**src/rtl/stage_step_ctrl.sv**
```systemverilog
// stage_step_ctrl: step source for the STAGES sequencer.
//   Turns the bouncy nextStage button into one clean step request per press and isAuto into a
//   periodic step tick. It keeps at most one step queued while STAGES signals hold, tracks the
//   stage index and counts retired instructions.
// Configuration macro: STEP_DEBOUNCE_EN
//   defined   -> 4-state debounce FSM with a DB_COUNT-cycle stability counter
//   undefined -> every rising edge of the synchronised button is a request (fast simulation)
// Ports:
//   clk, rst    clock (rising edge), asynchronous active-high reset
//   isAuto      raw switch, 1 = auto stepping
//   nextStage   raw push-button, active-high
//   hold        STAGES busy: steps are deferred while high
//   step_pulse  registered one-cycle advance strobe
//   stage       current stage index, 0..STAGE_NUM-1
//   stage_wrap  registered one-cycle pulse when stage wraps back to 0
//   ins_count   retired-instruction counter, width `WORD_SIZE
`ifndef WORD_SIZE
`define WORD_SIZE 16
`endif

module stage_step_ctrl #(
    parameter int unsigned DB_COUNT  = 50000,
    parameter int unsigned DB_W      = 16,
    parameter int unsigned AUTO_DIV  = 25000000,
    parameter int unsigned AUTO_W    = 25,
    parameter int unsigned STAGE_NUM = 5
) (
    input  logic                   clk,
    input  logic                   rst,
    input  logic                   isAuto,
    input  logic                   nextStage,
    input  logic                   hold,
    output logic                   step_pulse,
    output logic [2:0]             stage,
    output logic                   stage_wrap,
    output logic [`WORD_SIZE-1:0]  ins_count
);

    localparam int unsigned          WORD_W     = `WORD_SIZE;
    localparam logic [2:0]           STAGE_LAST = 3'(STAGE_NUM - 1);
    localparam logic [AUTO_W-1:0]    AUTO_LAST  = AUTO_W'(AUTO_DIV - 1);

    // Elaboration-time parameter sanity checks
    if ((DB_COUNT < 2) || ((64'(DB_COUNT) >> DB_W) != 64'd0)) begin : g_db_param_err
        $error("stage_step_ctrl: DB_COUNT must be >= 2 and fit in DB_W bits");
    end
    if ((AUTO_DIV < 2) || ((64'(AUTO_DIV - 1) >> AUTO_W) != 64'd0)) begin : g_auto_param_err
        $error("stage_step_ctrl: AUTO_DIV must be >= 2 and AUTO_DIV-1 fit in AUTO_W bits");
    end
    if ((STAGE_NUM < 1) || (STAGE_NUM > 8)) begin : g_stage_param_err
        $error("stage_step_ctrl: STAGE_NUM must be in 1..8");
    end

    // Synchronisers, bit 1 is the synchronised level
    logic [1:0] btn_sync_q, auto_sync_q;
    logic       btn_s, auto_s;
    logic       auto_prev_q;
    logic       mode_chg;
    logic       man_req;

    assign btn_s    = btn_sync_q[1];
    assign auto_s   = auto_sync_q[1];
    assign mode_chg = auto_s ^ auto_prev_q;

`ifdef STEP_DEBOUNCE_EN
    typedef enum logic [1:0] {IDLE, PRESS_WAIT, PRESSED, REL_WAIT} db_state_e;

    localparam logic [DB_W-1:0] DB_LAST = DB_W'(DB_COUNT - 1);

    db_state_e       state_q, state_d;
    logic [DB_W-1:0] db_cnt_q, db_cnt_d;

    // Debounce state register
    always_ff @(posedge clk or posedge rst) begin
        if (rst) begin
            state_q  <= IDLE;
            db_cnt_q <= '0;
        end else begin
            state_q  <= state_d;
            db_cnt_q <= db_cnt_d;
        end
    end

    // Debounce next-state; counter only advances while waiting, any transition clears it
    always_comb begin
        state_d  = state_q;
        db_cnt_d = '0;
        man_req  = 1'b0;
        case (state_q)
            IDLE: begin
                if (btn_s) state_d = PRESS_WAIT;
            end
            PRESS_WAIT: begin
                if (!btn_s) begin
                    state_d = IDLE;
                end else if (db_cnt_q == DB_LAST) begin
                    state_d = PRESSED;
                    man_req = 1'b1;
                end else begin
                    db_cnt_d = db_cnt_q + DB_W'(1);
                end
            end
            PRESSED: begin
                if (!btn_s) state_d = REL_WAIT;
            end
            REL_WAIT: begin
                // Release bounce returns to PRESSED without a second request
                if (btn_s) begin
                    state_d = PRESSED;
                end else if (db_cnt_q == DB_LAST) begin
                    state_d = IDLE;
                end else begin
                    db_cnt_d = db_cnt_q + DB_W'(1);
                end
            end
            default: state_d = IDLE;
        endcase
    end
`else
    logic btn_prev_q;
    logic man_req_q;

    // Registered rising-edge detect of the synchronised button
    always_ff @(posedge clk or posedge rst) begin
        if (rst) begin
            btn_prev_q <= 1'b0;
            man_req_q  <= 1'b0;
        end else begin
            btn_prev_q <= btn_s;
            man_req_q  <= btn_s & ~btn_prev_q;
        end
    end

    assign man_req = man_req_q;
`endif

    logic [AUTO_W-1:0] div_q, div_d;
    logic              pending_q, pending_d;
    logic              step_pulse_q, step_pulse_d;
    logic [2:0]        stage_q, stage_d;
    logic              stage_wrap_q, stage_wrap_d;
    logic [WORD_W-1:0] ins_count_q, ins_count_d;
    logic              auto_req, req, issue;

    // Step issue, queueing and stage tracking
    always_comb begin
        div_d        = div_q;
        pending_d    = pending_q;
        step_pulse_d = 1'b0;
        stage_d      = stage_q;
        stage_wrap_d = 1'b0;
        ins_count_d  = ins_count_q;

        auto_req = auto_s && (div_q == AUTO_LAST);
        req      = auto_s ? auto_req : man_req;
        // A queued step from the previous mode is discarded on a mode switch
        issue    = ((pending_q && !mode_chg) || req) && !hold;

        if (!auto_s || mode_chg) begin
            div_d = '0;
        end else if (div_q == AUTO_LAST) begin
            div_d = '0;
        end else begin
            div_d = div_q + AUTO_W'(1);
        end

        if (mode_chg || issue) begin
            pending_d = 1'b0;
        end else if (req) begin
            pending_d = 1'b1;
        end

        if (issue) begin
            step_pulse_d = 1'b1;
            if (stage_q == STAGE_LAST) begin
                stage_d      = 3'd0;
                stage_wrap_d = 1'b1;
                ins_count_d  = ins_count_q + WORD_W'(1);
            end else begin
                stage_d = stage_q + 3'd1;
            end
        end
    end

    // Main registers
    always_ff @(posedge clk or posedge rst) begin
        if (rst) begin
            btn_sync_q   <= '0;
            auto_sync_q  <= '0;
            auto_prev_q  <= 1'b0;
            div_q        <= '0;
            pending_q    <= 1'b0;
            step_pulse_q <= 1'b0;
            stage_q      <= '0;
            stage_wrap_q <= 1'b0;
            ins_count_q  <= '0;
        end else begin
            btn_sync_q   <= {btn_sync_q[0], nextStage};
            auto_sync_q  <= {auto_sync_q[0], isAuto};
            auto_prev_q  <= auto_s;
            div_q        <= div_d;
            pending_q    <= pending_d;
            step_pulse_q <= step_pulse_d;
            stage_q      <= stage_d;
            stage_wrap_q <= stage_wrap_d;
            ins_count_q  <= ins_count_d;
        end
    end

    assign step_pulse = step_pulse_q;
    assign stage      = stage_q;
    assign stage_wrap = stage_wrap_q;
    assign ins_count  = ins_count_q;

endmodule

```
**config.mk**
```make
export PLATFORM = sky130hd
export DESIGN_NAME = stage_step_ctrl
export DESIGN_NICKNAME = d
export VERILOG_FILES = /design/src/rtl/stage_step_ctrl.sv
export SDC_FILE = /design/constraint.sdc
export NUM_CORES = 1
export LEC_CHECK = 0
export BUFFER_PORTS_ARGS = -buffer_cell sky130_fd_sc_hd__buf_2
export CAP_MARGIN = 40
export CORE_MARGIN = 1
export CORE_UTILIZATION = 29
export DETAILED_ROUTE_END_ITERATION = 6
export SLEW_MARGIN = 30
export SYNTH_ARGS = -nofsm -noshare
export SYNTH_HDL_FRONTEND = slang
export SYNTH_SLANG_ARGS = --single-unit
```
**constraint.sdc**
```tcl
create_clock -name clk -period 2.7 [get_ports clk]
set_input_delay 0 -clock clk [delete_from_list [all_inputs] [get_ports clk]]
set_output_delay 0 -clock clk [all_outputs]
set_load 0.02 [all_outputs]
```
* Word level (Yosys, flattened, before mapping)
Cells that the tools add are included.
Word-level totals: memory bits (read-only) 0, logic and storage cells 39, bits in writable memories 0, memories 0, bits in registers 54, bits of input ports 5, latch bits 0
Operators by class: add/subtract/negate cells 3, order comparisons 0, bitwise logic cells 3, mux-type cells 9, divide/modulo/power cells 0, $mul 0, reduce and logical (&&, ||, !) cells 11, shift operators 0, equal/unequal tests 2
Operators by type and width (count):
- 25-bit two-way mux | 2
- 25-bit by 1-bit adder with 25-bit output (second input constant) | 1
- 25-bit == test (second input constant) | 1
- 16-bit by 1-bit adder with 16-bit output (second input constant) | 1
- 1-bit two-way mux | 6
- 3-bit by 1-bit adder with 3-bit output (second input constant) | 1
- 3-bit == test (second input constant) | 1
- 1-bit logical AND | 3
- 1-bit zero test | 3
- 1-bit logical OR | 3
- 3-bit two-way mux | 1
- 2-bit AND reduction | 1
- 2-bit nonzero test | 1
- 1-bit bitwise AND | 1
- 1-bit NOT | 1
- 1-bit XOR | 1

* Depth between registers and ports, before layout
Gate-level depths: netlist of the first run.
word-level depth 7, gate-level depth with buffers 8, depth with buffers taken out 6

* Least setup slack after synthesis of the first run
OpenSTA, ideal clock, no wires.
path kind register to register, from reg div_q[15], to reg ins_count_q[3], in the netlist ins_count[3], setup time 130 ps, arrival 1810 ps, buffers on the path 1, clock period less this slack 1940 ps, path slack 760 ps, cell stages (with the launch flop) 8, cells stage by stage dfrtp_1 -> nor4_1 -> and4_2 -> a41oi_4 -> a211oi_4 -> buf_6 -> nand4_4 -> xnor2_2
Between the ends: longest elaborated chain between the ends 6
Ends and longest elaborated chain:
- start, declared | RTL line 137 | logic [AUTO_W-1:0] div_q, div_d;
- start signal, assigned | RTL line 201 | div_q <= div_d;
- 25-bit == test | RTL line 154 | auto_req = auto_s && (div_q == AUTO_LAST);
- 1-bit logical AND | RTL line 154
- 1-bit two-way mux | RTL line 155 | req = auto_s ? auto_req : man_req;
- 1-bit logical OR | RTL line 157 | issue = ((pending_q && !mode_chg) || req) && !hold;
- 1-bit logical AND | RTL line 157
- 2-bit AND reduction (no source line)
- end signal, assigned | RTL line 206 | ins_count_q <= ins_count_d;
- end, declared | RTL line 142 | logic [WORD_W-1:0] ins_count_q, ins_count_d;
No other way between the ends. A chain may end at the register's enable or synchronous reset.

* Final worst setup path of the first run
from reg div_q[0], to reg ins_count_q[7], in the netlist ins_count[7]
Same word-level chain as after synthesis.

==> metrics.txt, run 1 <==
# TYPE chip_impl_metric gauge
chip_impl_info{name="outcome",value="completed"} 1
chip_impl_metric{name="combPwrFrac",unit="%"} 13.1
chip_impl_metric{name="floorplan.io_pins",unit=""} 26
chip_impl_metric{name="grt_use_met2",unit="%"} 17.71
chip_impl_metric{name="placed_insts",unit=""} 339
chip_impl_metric{name="power_frac_seq",unit="%"} 54.1
chip_impl_metric{name="worst-path-max-fanout",unit=""} 9
chip_impl_metric{name="cts_max_path_buffers",unit=""} 2
chip_impl_metric{name="fin_crit",unit="ns"} 2.210
chip_impl_info{name="cp_slowest_cell",value="a211oi_4"} 1
chip_impl_metric{name="htree_levels",unit=""} 2
chip_impl_metric{name="number_of_nets_at_the_end_of_the_flow",unit=""} 255
chip_impl_info{name="setup_repair_after_global_routing_missed_its_margin",value="no"} 1
chip_impl_metric{name="skew",unit="ns"} 0.01271
chip_impl_metric{name="critical_path.max_stage_delay",unit="ns"} 0.43
chip_impl_metric{name="achievable-frequency",unit="MHz"} 452.5
chip_impl_metric{name="power.static_leakage",unit="nW"} 1.315
chip_impl_metric{name="drt_drc_violations_left",unit=""} 0
chip_impl_metric{name="p_sw",unit="mW"} 0.4624
chip_impl_metric{name="start_util",unit="%"} 29.78
chip_impl_metric{name="post_synth_xor_area_fraction",unit="%"} 13.98
chip_impl_metric{name="fp-row-count",unit=""} 33
chip_impl_metric{name="grt_use_total",unit="%"} 11.23
chip_impl_metric{name="switching_share_of_total_power",unit="%"} 27.59
chip_impl_metric{name="fill_cells",unit=""} 844
chip_impl_info{name="hold_path.class",value="input pin to async pin"} 1
chip_impl_metric{name="detail-route-antenna-nets",unit=""} 0
chip_impl_metric{name="timing.reg2reg.worst_path_depth",unit=""} 7
chip_impl_info{name="largest_family_of_logic_cells_by_synthesized_area",value="simple AND/OR/NAND/NOR gates"} 1
chip_impl_metric{name="die_w",unit="µm"} 93.63
chip_impl_metric{name="cts-buffers-inserted",unit=""} 5
chip_impl_metric{name="syn_area_per_cell",unit="µm²"} 11.43
chip_impl_metric{name="sink_count",unit=""} 54
chip_impl_metric{name="drt-initial-drc-count",unit=""} 44
chip_impl_metric{name="first_pass_iters",unit=""} 4
chip_impl_info{name="critical_path.cell_chain",value="ha_1 > and3_1 > a41oi_4 > a211oi_4 > buf_4 > nand4_1 > xnor2_1"} 1
chip_impl_metric{name="post_cts.resized_instances",unit=""} 0
chip_impl_metric{name="post_synth_num_cell_types",unit=""} 34
chip_impl_metric{name="synth_simple_gate_area_share",unit="%"} 21.69
chip_impl_metric{name="setup-violations-final",unit=""} 0
chip_impl_metric{name="mappedNetlistNets",unit=""} 223
chip_impl_metric{name="post_synth_inst_count",unit=""} 213
chip_impl_metric{name="stdcell_count",unit=""} 351
chip_impl_metric{name="wire_length_of_the_first_global_routing_pass",unit="µm"} 7783
chip_impl_metric{name="route.vias.total",unit=""} 1610
chip_impl_metric{name="timing_hold_violations_final",unit=""} 0
chip_impl_metric{name="area_growth_syn_to_layout",unit="%"} 16.34
chip_impl_metric{name="clock_latency",unit="ns"} 0.31
chip_impl_info{name="tritoncts",value="yes"} 1
chip_impl_metric{name="finalWeightedCongestion",unit=""} 0.7210
chip_impl_metric{name="yosys_register_bits",unit=""} 54
chip_impl_info{name="grt_most_used_layer",value="met2"} 1
chip_impl_info{name="element_type_at_the_critical_path_end",value="flop"} 1
chip_impl_metric{name="seq_total_area_yosys",unit="%"} 55.50
chip_impl_metric{name="fp.dieH",unit="µm"} 93.63
chip_impl_metric{name="cellPowerDensity",unit="nW/µm²"} 591.6
chip_impl_metric{name="r2r_slack",unit="ns"} 0.49
chip_impl_info{name="r2r-end",value="ins_count[7]"} 1
chip_impl_metric{name="ir_drop",unit="mV"} 0.3751
chip_impl_metric{name="overflow",unit=""} 0
chip_impl_metric{name="timing.critical_path.arrival",unit="ns"} 2.41
chip_impl_metric{name="core_area",unit="µm²"} 8175
chip_impl_metric{name="num_antenna_cells",unit=""} 0
chip_impl_metric{name="synthesis.area",unit="µm²"} 2435
chip_impl_metric{name="grt_start_max_net_pins",unit=""} 30
chip_impl_metric{name="design.die.area",unit="µm²"} 8767
chip_impl_metric{name="synth-compound-area-share",unit="%"} 3.494
chip_impl_metric{name="power.share.clock",unit="%"} 32.8
chip_impl_metric{name="timing.slew.headroom",unit="%"} 64.72
chip_impl_metric{name="setup_tns",unit="ns"} 0
chip_impl_metric{name="port-buffer-count",unit=""} 25
chip_impl_metric{name="antenna_found_initial",unit=""} 0
chip_impl_metric{name="tightest_slew",unit="ns"} 0.5284
chip_impl_metric{name="timing.critical_path.required",unit="ns"} 2.90
chip_impl_metric{name="ys.warnings.count",unit=""} 0
chip_impl_metric{name="grt.met1_usage",unit="%"} 14.99
chip_impl_metric{name="place_hpwl",unit="µm"} 3025
chip_impl_metric{name="power_report.internal_total",unit="mW"} 1.213
chip_impl_metric{name="gr-usage-met3",unit="%"} 3.415
chip_impl_info{name="crit_type",value="flop to flop"} 1
chip_impl_metric{name="layout-drive-gt1-share",unit="%"} 21.14
chip_impl_info{name="cts_root_buffer",value="clkbuf_8"} 1
chip_impl_metric{name="clkTransAtPathRegs",unit="ns"} 0.10
chip_impl_metric{name="cap_viol_max_count",unit=""} 0
chip_impl_metric{name="grt_pass1_vias",unit=""} 1683
chip_impl_info{name="r2r-start",value="div_q[0]"} 1
chip_impl_metric{name="synth_fa_ha_area_share",unit="%"} 2.569
chip_impl_metric{name="routedWlPerCell",unit="µm"} 12.13
chip_impl_metric{name="min_period_over_period",unit="%"} 81.86
chip_impl_metric{name="slew_viol_final",unit=""} 0
chip_impl_metric{name="via_per_inst",unit=""} 4.587
chip_impl_metric{name="post_synth_mux_area_share",unit="%"} 0.4625
chip_impl_metric{name="wl",unit="µm"} 4259
chip_impl_info{name="type_of_origin_of_the_critical_path",value="flop"} 1
==> routing by layer <==
metal	wire length (µm)	vias up	part of all wire, %
li1	-	779	-
met1	2044	802	48
met2	2042	23	48
met3	141	6	3.3
met4	30	0	0.70
met5	0	-	0
==> critical path, delay by kind of cell (launching register included) <==
kind	cells	cell delay, ns
simple gates	2	0.46
compound gates	2	0.62
buf+inv	1	0.24
fa+ha+maj	1	0.22
xor+xnor	1	0.14
flops	1	0.41
==> cells in the mapped netlist <==
cell	instances	share of area, %
nor3b_1	1	0.31
nand4_4	1	0.87
nor4_1	1	0.26
inv_1	5	0.77
buf_6	1	0.46
and2b_2	1	0.36
a21oi_2	1	0.36
nor2b_1	2	0.51
buf_4	1	0.31
nor2_1	26	4.0
a21oi_1	1	0.21
a41oi_4	1	1.1
nand4_1	9	2.3
and3_1	5	1.3
dfrtp_1	54	55
xnor2_2	1	0.67
mux2_2	1	0.46
and4bb_2	1	0.51
xor2_1	23	8.3
clkbuf_1	4	0.62
ha_1	5	2.6
nand2_1	14	2.2
o21ai_0	3	0.62
buf_1	1	0.15
and2_1	2	0.51
a211oi_4	1	0.82
nand3_2	1	0.41
nand3_1	18	3.7
a22o_1	1	0.36
and3_2	3	0.92
xnor2_1	14	5.0
nand2b_1	2	0.51
and4_1	5	1.8
and4_2	3	1.2
==> power groups by stage <==
stage               clock (mW)  sequential (mW)  combinational [mW]
finish                   0.549            0.907               0.220
global route             0.604            0.915               0.246
CTS                      0.569            0.908               0.226
detailed placement           0            0.924               0.221
global placement             0            0.923               0.210
floorplan                    0            0.961              0.0962
==> registers in the layout, indices dropped and copies added (netlist names) <==
name and cells:
stage 3, auto_sync_q 2, btn_prev_q 1, ins_count 16, man_req 1, pending_q 1, btn_sync_q 2, auto_prev_q 1
div_q 25, stage_wrap 1, step_pulse 1
==> worst max-delay path by stage <==
| stage | startpoint | endpoint | slack [ns] | cells past startpoint |
|---|---|---|---|---|
| 6_report | div_q[0] | ins_count[7] | 0.49 | 7 |
| 5_1_grt | div_q[15] | ins_count[10] | 0.27 | 7 |
| 4_1_cts | div_q[0] | ins_count[10] | 0.47 | 7 |
| 3_5_place_dp | div_q[0] | ins_count[7] | 0.50 | 7 |
| 3_3_place_gp | div_q[15] | ins_count[10] | 0.56 | 7 |
| 2_1_floorplan | div_q[15] | ins_count[3] | 0.76 | 7 |
==> layout make-up <==
cell class	count	area [µm²]	area share, %
Sequential cell	54	1351	47.70
Multi-Input combinational cell	147	1027	36.26
Timing Repair Buffer	32	187.7	6.625
Tap cell	105	131.4	4.638
Clock buffer	5	68.82	2.429
Clock inverter	3	47.55	1.678
Inverter	5	18.77	0.6625
==> stage by stage <==
stage                     power, mW  setup WS (ns)  utilization [%]  hold slack (ns)  cell area [µm²]
after floorplan               1.057         0.7601                -          0.03143             2435
final                         1.676         0.4899            34.65           0.2734             2833
after detailed placement      1.145         0.4951            32.74          0.07946             2676
after global placement        1.133         0.5585            32.74          0.08539             2676
after global routing          1.764         0.2700            34.65           0.3039             2833
after CTS                     1.704         0.4718            34.65           0.2880             2833
==> cells in the final DEF (no fill, tap or decap), types with 2 or more instances in the layout <==
cell type and instances:
and2_1 2, ha_1 5, dfrtp_1 54, and4_1 5
dlygate4sd3_1 4, nand2_1 14, and4_2 3, nand4_1 9
xnor2_1 14, buf_4 3, nor2_1 26, nand2b_1 2
nand3_1 18, clkbuf_8 5, o21ai_0 3, and3_1 5
buf_2 25, xor2_1 23, inv_1 4, and3_2 3
nor2b_1 2
==> cells by family (layout without fill, tap and decap cells) <==
kind of cell,count (synthesis),count (layout)
buffers and inverters,12,45
AO/OA/AOI/OAI,8,8
adder cells (fa/ha/maj),5,5
AND/OR/NAND/NOR,95,95
XOR/XNOR,38,38
multiplexers,1,1
flip-flops,54,54
==> timing repair <==
action	CTS	global route
hold buffers	4	0
setup buffers	0	0
hold endpoints to repair	30	0
Power figures use the tool's default switching activity.
==> inputs of run 2 (changes only) <==
==> constraint.sdc (replaced) <==
create_clock -name clk -period 2.2 [get_ports clk]
set_input_delay 0 -clock clk [delete_from_list [all_inputs] [get_ports clk]]
set_output_delay 0 -clock clk [all_outputs]
set_load 0.02 [all_outputs]
==> metrics.txt, run 2 (synthesis results as in run 1) <==
# TYPE chip_impl_metric gauge
chip_impl_info{name="outcome",value="completed"} 1
chip_impl_metric{name="drt-initial-drc-count",unit=""} 97
chip_impl_metric{name="p_sw",unit="mW"} 0.5622
chip_impl_metric{name="core_area",unit="µm²"} 8175
chip_impl_metric{name="wl",unit="µm"} 4266
chip_impl_metric{name="fp-row-count",unit=""} 33
chip_impl_info{name="crit_type",value="flop to flop"} 1
chip_impl_metric{name="setup_tns",unit="ns"} 0
chip_impl_metric{name="met2RoutedLength",unit="µm"} 1949
chip_impl_metric{name="power_frac_seq",unit="%"} 53.4
chip_impl_metric{name="min_period_over_period",unit="%"} 93.26
chip_impl_metric{name="met3RoutedLength",unit="µm"} 135
chip_impl_metric{name="detail-route-antenna-nets",unit=""} 0
chip_impl_metric{name="cts_max_path_buffers",unit=""} 2
chip_impl_metric{name="largest_register_ff_count",unit=""} 25
chip_impl_metric{name="tightest_slew",unit="ns"} 0.6818
chip_impl_metric{name="post_dp_cell_area",unit="µm²"} 2711
chip_impl_info{name="element_type_at_the_critical_path_end",value="flop"} 1
chip_impl_metric{name="switching_share_of_total_power",unit="%"} 27.02
chip_impl_metric{name="ir_drop",unit="mV"} 0.5556
chip_impl_info{name="cp-endpoint",value="ins_count[4]"} 1
chip_impl_metric{name="place_hpwl",unit="µm"} 2851
chip_impl_metric{name="sink_count",unit=""} 54
chip_impl_metric{name="final_worst_setup_slack",unit="ns"} 0.1484
chip_impl_info{name="top_layer",value="met4"} 1
chip_impl_metric{name="skew",unit="ns"} 0.01200
chip_impl_metric{name="area_of_all_placed_cells_without_fillers",unit="µm²"} 2882
chip_impl_metric{name="pre_cts_ws",unit="ns"} 0.1442
chip_impl_metric{name="power.static_leakage",unit="nW"} 1.341
chip_impl_metric{name="achievable-frequency",unit="MHz"} 487.4
chip_impl_metric{name="timing.reg2reg.worst_path_depth",unit=""} 7
chip_impl_info{name="tritoncts",value="yes"} 1
chip_impl_info{name="regMostFlops",value="div_q"} 1
chip_impl_metric{name="finalWeightedCongestion",unit=""} 0.7085
chip_impl_metric{name="area_growth_syn_to_layout",unit="%"} 18.35
chip_impl_info{name="layout_common_cells",value="dfrtp_1 (53), nor2_1 (26), buf_2 (25)"} 1
chip_impl_metric{name="port-buffer-count",unit=""} 25
chip_impl_metric{name="layout-drive-gt1-share",unit="%"} 22.80
chip_impl_info{name="cts_root_buffer",value="clkbuf_8"} 1
chip_impl_metric{name="timing.critical_path.arrival",unit="ns"} 2.28
chip_impl_metric{name="cap_viol_max_count",unit=""} 0
chip_impl_metric{name="clkTransAtPathRegs",unit="ns"} 0.10
chip_impl_metric{name="grt_pass1_vias",unit=""} 1684
chip_impl_metric{name="cellPowerDensity",unit="nW/µm²"} 722.2
chip_impl_info{name="hold_path.class",value="input pin to flop"} 1
chip_impl_metric{name="design.die.area",unit="µm²"} 8767
chip_impl_metric{name="setup-violations-final",unit=""} 0
chip_impl_metric{name="fp.dieH",unit="µm"} 93.63
chip_impl_metric{name="timing.slew.headroom",unit="%"} 54.55
chip_impl_metric{name="slew_viol_final",unit=""} 0
chip_impl_metric{name="fin_crit",unit="ns"} 2.052
chip_impl_info{name="r2r-start",value="div_q[15]"} 1
chip_impl_metric{name="num_antenna_cells",unit=""} 0
chip_impl_metric{name="power.share.clock",unit="%"} 33.9
chip_impl_metric{name="first_pass_iters",unit=""} 4
chip_impl_metric{name="antenna_found_initial",unit=""} 0
chip_impl_metric{name="via_per_inst",unit=""} 4.563
chip_impl_metric{name="route.vias.total",unit=""} 1620
chip_impl_metric{name="worst-path-max-fanout",unit=""} 14
chip_impl_metric{name="htree_levels",unit=""} 2
chip_impl_metric{name="floorplan.io_pins",unit=""} 26
chip_impl_metric{name="number_of_nets_at_the_end_of_the_flow",unit=""} 259
chip_impl_info{name="crit_path_start",value="div_q[15]"} 1
chip_impl_metric{name="wire_length_of_the_first_global_routing_pass",unit="µm"} 7852
chip_impl_metric{name="min_hold_slack",unit="ns"} 0.3233
chip_impl_metric{name="fill_cells",unit=""} 834
chip_impl_metric{name="grt_start_max_net_pins",unit=""} 55
chip_impl_metric{name="power_report.internal_total",unit="mW"} 1.519
chip_impl_info{name="type_of_origin_of_the_critical_path",value="flop"} 1
chip_impl_metric{name="grt_use_total",unit="%"} 11.25
chip_impl_metric{name="drt-met1-wl",unit="µm"} 2129
chip_impl_metric{name="r2r_slack",unit="ns"} 0.15
chip_impl_info{name="r2r-end",value="ins_count[4]"} 1
chip_impl_metric{name="timing.critical_path.required",unit="ns"} 2.43
chip_impl_metric{name="start_util",unit="%"} 29.78
chip_impl_metric{name="drt_drc_violations_left",unit=""} 0
chip_impl_info{name="mostFrequentLayoutCell",value="dfrtp_1"} 1
chip_impl_metric{name="overflow",unit=""} 0
chip_impl_metric{name="cts-buffers-inserted",unit=""} 5
chip_impl_metric{name="routedWlPerCell",unit="µm"} 12.02
chip_impl_metric{name="timing_hold_violations_final",unit=""} 0
chip_impl_metric{name="clock_latency",unit="ns"} 0.31
chip_impl_info{name="setup_repair_after_global_routing_missed_its_margin",value="no"} 1
chip_impl_metric{name="combPwrFrac",unit="%"} 12.7
chip_impl_metric{name="die_w",unit="µm"} 93.63
run 2: how the worst min path moves through the flow:
stage,to,cells past startpoint,from,slack [ns]
3_5_place_dp,btn_sync_q[0],1,nextStage,0.11
3_3_place_gp,btn_sync_q[0],1,nextStage,0.11
4_1_cts,btn_sync_q[0],2,nextStage,0.31
5_1_grt,btn_sync_q[0],2,nextStage,0.31
6_report,btn_sync_q[0],2,nextStage,0.32
2_1_floorplan,auto_sync_q[0],0,isAuto,0.03
run 2: layer usage:
layer	GRT usage, %	vias to the layer above
met2	18.08	22
met1	15.03	803
met3	2.764	6
li1	-	789
met4	3.205	0
met5	0	-
run 2: power groups by stage:
| stage | combinational [mW] | sequential [mW] | clock [mW] |
|---|---|---|---|
| 6_report | 0.265 | 1.11 | 0.705 |
| 5_1_grt | 0.305 | 1.12 | 0.770 |
| 4_1_cts | 0.272 | 1.11 | 0.734 |
| 3_5_place_dp | 0.266 | 1.13 | 0 |
| 3_3_place_gp | 0.257 | 1.13 | 0 |
| 2_1_floorplan | 0.118 | 1.18 | 0 |
run 2: layout make-up:
type                       instances  area (µm²)  share of cell area (%)
sequential                        54        1353                   46.94
multi-input combinational        147        1027                   35.65
timing repair buffer              36       230.2                   7.990
tap                              105       131.4                   4.559
clock buffer                       6       82.58                   2.866
clock inverter                     2       38.79                   1.346
inverter                           5       18.77                  0.6513
run 2: worst max-delay path, cell delays in order, from the launching register on:
cell and delay (ns):
dfrtp_2 0.45, nor4_1 0.25, and4_2 0.30, a41oi_4 0.15
a211oi_4 0.30, buf_12 0.17, and4_2 0.23, xor2_1 0.13
run 2: repair_timing:
action / in CTS / in global routing
hold endpoints to repair: 58 / 0
gates resized for setup: 0 / 1
setup buffers: 0 / 1
endpoints found under the setup margin: 0 / 1
hold buffers: 4 / 0
run 2: stage by stage:
| stage | utilization [%] | total power, mW | instances |
|---|---|---|---|
| final | 35.25 | 2.081 | 355 |
| after global routing | 35.25 | 2.199 | 355 |
| after CTS | 35.14 | 2.119 | 354 |
| after detailed placement | 33.17 | 1.397 | 342 |
| after global placement | 33.17 | 1.389 | 342 |
| after floorplan | - | 1.298 | 213 |
==> inputs of run 3 (changes only) <==
==> constraint.sdc (replaced) <==
create_clock -name clk -period 2.1 [get_ports clk]
set_input_delay 0 -clock clk [delete_from_list [all_inputs] [get_ports clk]]
set_output_delay 0 -clock clk [all_outputs]
set_load 0.02 [all_outputs]
==> metrics.txt, run 3 (synthesis results as in run 1) <==
# TYPE chip_impl_metric gauge
chip_impl_metric{name="finalWeightedCongestion",unit=""} 0.7032
chip_impl_metric{name="tightest_slew",unit="ns"} 0.3082
chip_impl_metric{name="grt_pass1_vias",unit=""} 1660
chip_impl_metric{name="wl",unit="µm"} 4505
chip_impl_metric{name="wire_length_of_the_first_global_routing_pass",unit="µm"} 7838
chip_impl_metric{name="cts_max_path_buffers",unit=""} 2
chip_impl_metric{name="drt-initial-drc-count",unit=""} 63
chip_impl_metric{name="grt_use_total",unit="%"} 11.37
chip_impl_metric{name="slew_viol_final",unit=""} 0
chip_impl_info{name="regMostFlops",value="div_q"} 1
chip_impl_metric{name="stdcell_count",unit=""} 362
chip_impl_metric{name="fp.dieH",unit="µm"} 93.63
chip_impl_metric{name="cellPowerDensity",unit="nW/µm²"} 741.4
chip_impl_metric{name="routedWlPerCell",unit="µm"} 12.44
chip_impl_metric{name="largest_register_ff_count",unit=""} 25
chip_impl_info{name="layout_common_cells",value="dfrtp_1 (54), nor2_1 (26), buf_2 (25)"} 1
chip_impl_metric{name="number_of_nets_at_the_end_of_the_flow",unit=""} 266
chip_impl_metric{name="cts-buffers-inserted",unit=""} 5
chip_impl_metric{name="grt_start_max_net_pins",unit=""} 25
chip_impl_metric{name="cap_viol_max_count",unit=""} 0
chip_impl_info{name="crit_type",value="flop to flop"} 1
chip_impl_metric{name="design.die.area",unit="µm²"} 8767
chip_impl_metric{name="num_antenna_cells",unit=""} 0
chip_impl_info{name="outcome",value="completed"} 1
chip_impl_metric{name="antenna_found_initial",unit=""} 0
chip_impl_info{name="hold_path.class",value="input pin to async pin"} 1
chip_impl_metric{name="clkTransAtPathRegs",unit="ns"} 0.10
chip_impl_info{name="setup_repair_after_global_routing_missed_its_margin",value="no"} 1
chip_impl_metric{name="post_dp_cell_area",unit="µm²"} 2761
chip_impl_metric{name="achievable-frequency",unit="MHz"} 505.7
chip_impl_metric{name="r2r_slack",unit="ns"} 0.12
chip_impl_metric{name="setup_tns",unit="ns"} 0
chip_impl_metric{name="min_period_over_period",unit="%"} 94.17
chip_impl_metric{name="seq_area",unit="µm²"} 1351
chip_impl_metric{name="timing.slew.headroom",unit="%"} 79.45
chip_impl_info{name="r2r-start",value="div_q[17]"} 1
chip_impl_metric{name="htree_levels",unit=""} 2
chip_impl_info{name="element_type_at_the_critical_path_end",value="flop"} 1
chip_impl_info{name="r2r-end",value="ins_count[4]"} 1
chip_impl_info{name="tritoncts",value="yes"} 1
chip_impl_metric{name="timing_hold_violations_final",unit=""} 0
chip_impl_metric{name="port-buffer-count",unit=""} 25
chip_impl_metric{name="core_area",unit="µm²"} 8175
chip_impl_metric{name="fp-row-count",unit=""} 33
chip_impl_metric{name="route.vias.total",unit=""} 1673
chip_impl_metric{name="clock_latency",unit="ns"} 0.31
chip_impl_metric{name="worst-path-max-fanout",unit=""} 13
chip_impl_metric{name="area_of_all_placed_cells_without_fillers",unit="µm²"} 2954
chip_impl_metric{name="detail-route-antenna-nets",unit=""} 0
chip_impl_metric{name="sink_count",unit=""} 54
chip_impl_metric{name="die_w",unit="µm"} 93.63
chip_impl_metric{name="fill_cells",unit=""} 832
chip_impl_info{name="mostFrequentLayoutCell",value="dfrtp_1"} 1
chip_impl_metric{name="fin_crit",unit="ns"} 1.978
chip_impl_info{name="cts_root_buffer",value="clkbuf_8"} 1
chip_impl_metric{name="drt_drc_violations_left",unit=""} 0
chip_impl_metric{name="power.static_leakage",unit="nW"} 1.388
chip_impl_metric{name="skew",unit="ns"} 0.008255
chip_impl_metric{name="start_util",unit="%"} 29.78
chip_impl_metric{name="via_per_inst",unit=""} 4.622
chip_impl_metric{name="timing.critical_path.required",unit="ns"} 2.34
chip_impl_metric{name="timing.critical_path.arrival",unit="ns"} 2.22
chip_impl_metric{name="area_growth_syn_to_layout",unit="%"} 21.33
chip_impl_metric{name="place_hpwl",unit="µm"} 3161
chip_impl_metric{name="setup-violations-final",unit=""} 0
chip_impl_metric{name="placed_insts",unit=""} 347
chip_impl_metric{name="multiInputGateArea",unit="µm²"} 1036
chip_impl_metric{name="ir_drop",unit="mV"} 0.4683
chip_impl_metric{name="timing.reg2reg.worst_path_depth",unit=""} 7
chip_impl_metric{name="layout-drive-gt1-share",unit="%"} 25.29
chip_impl_metric{name="overflow",unit=""} 0
chip_impl_metric{name="floorplan.io_pins",unit=""} 26
chip_impl_metric{name="first_pass_iters",unit=""} 4
chip_impl_info{name="type_of_origin_of_the_critical_path",value="flop"} 1
==> run 3: cell types whose count changed in the layout (fill, tap and decap cells not counted) <==
cell     previous run  this run
buf_12              1         2
nor4_2              0         1
dfrtp_2             1         0
nor4_1              1         0
and4_4              0         1
buf_4               6        12
dfrtp_1            53        54
and4_1              5         4
==> run 3: metal layers <==
metal	track usage (%)	wire (µm)
met5	0	0
met4	2.692	26
met3	3.415	120
met2	17.89	2154
met1	15.34	2203
==> run 3: where the power goes <==
group / total, mW / internal (mW) / switching, mW
Combinational: 0.282 / 0.108 / 0.175
Sequential: 1.17 / 1.10 / 0.0713
Clock: 0.741 / 0.393 / 0.348
==> run 3: how the worst max path moves through the flow <==
stage	startpoint	end	slack (ns)	cells after the start
floorplan	div_q[15]	ins_count[3]	0.16	7
global placement	div_q[15]	ins_count[1]	0.12	6
detailed placement	div_q[17]	ins_count[1]	0.09	6
finish	div_q[17]	ins_count[4]	0.12	7
global route	div_q[6]	ins_count[4]	0.02	7
CTS	div_q[17]	ins_count[4]	0.07	7
==> run 3: final cells by class <==
class                      count  area share (%)
clock buffer                   6           2.795
clock inverter                 2           1.313
inverter                       5          0.6353
multi-input combinational    147           35.07
sequential                    54           45.74
tap                          105           4.447
timing repair buffer          43           9.996
==> run 3: metrics by stage <==
stage	hold WS, ns	setup slack (ns)	total power, mW	util (%)
finish	0.1453	0.1225	2.190	36.13
detailed placement	-0.06788	0.08581	1.468	33.78
global route	0.1697	0.02336	2.313	36.13
floorplan	0.03143	0.1601	1.360	-
global placement	-0.07234	0.1200	1.461	33.78
CTS	0.1463	0.06837	2.218	35.75
==> run 3: worst max-delay path, cell delays in order, from the launching register on <==
cell,delay [ns]
dfrtp_1,0.41
nor3b_1,0.26
and4_4,0.28
a41oi_4,0.14
a211oi_4,0.27
buf_12,0.17
and4_2,0.23
xor2_1,0.14
==> run 3: what timing repair did <==
action | in CTS | in global routing
setup buffers | 0 | 3
hold buffers | 4 | 0
gates resized for setup | 0 | 3
setup endpoints to repair | 0 | 3
endpoints found under the hold margin | 58 | 0
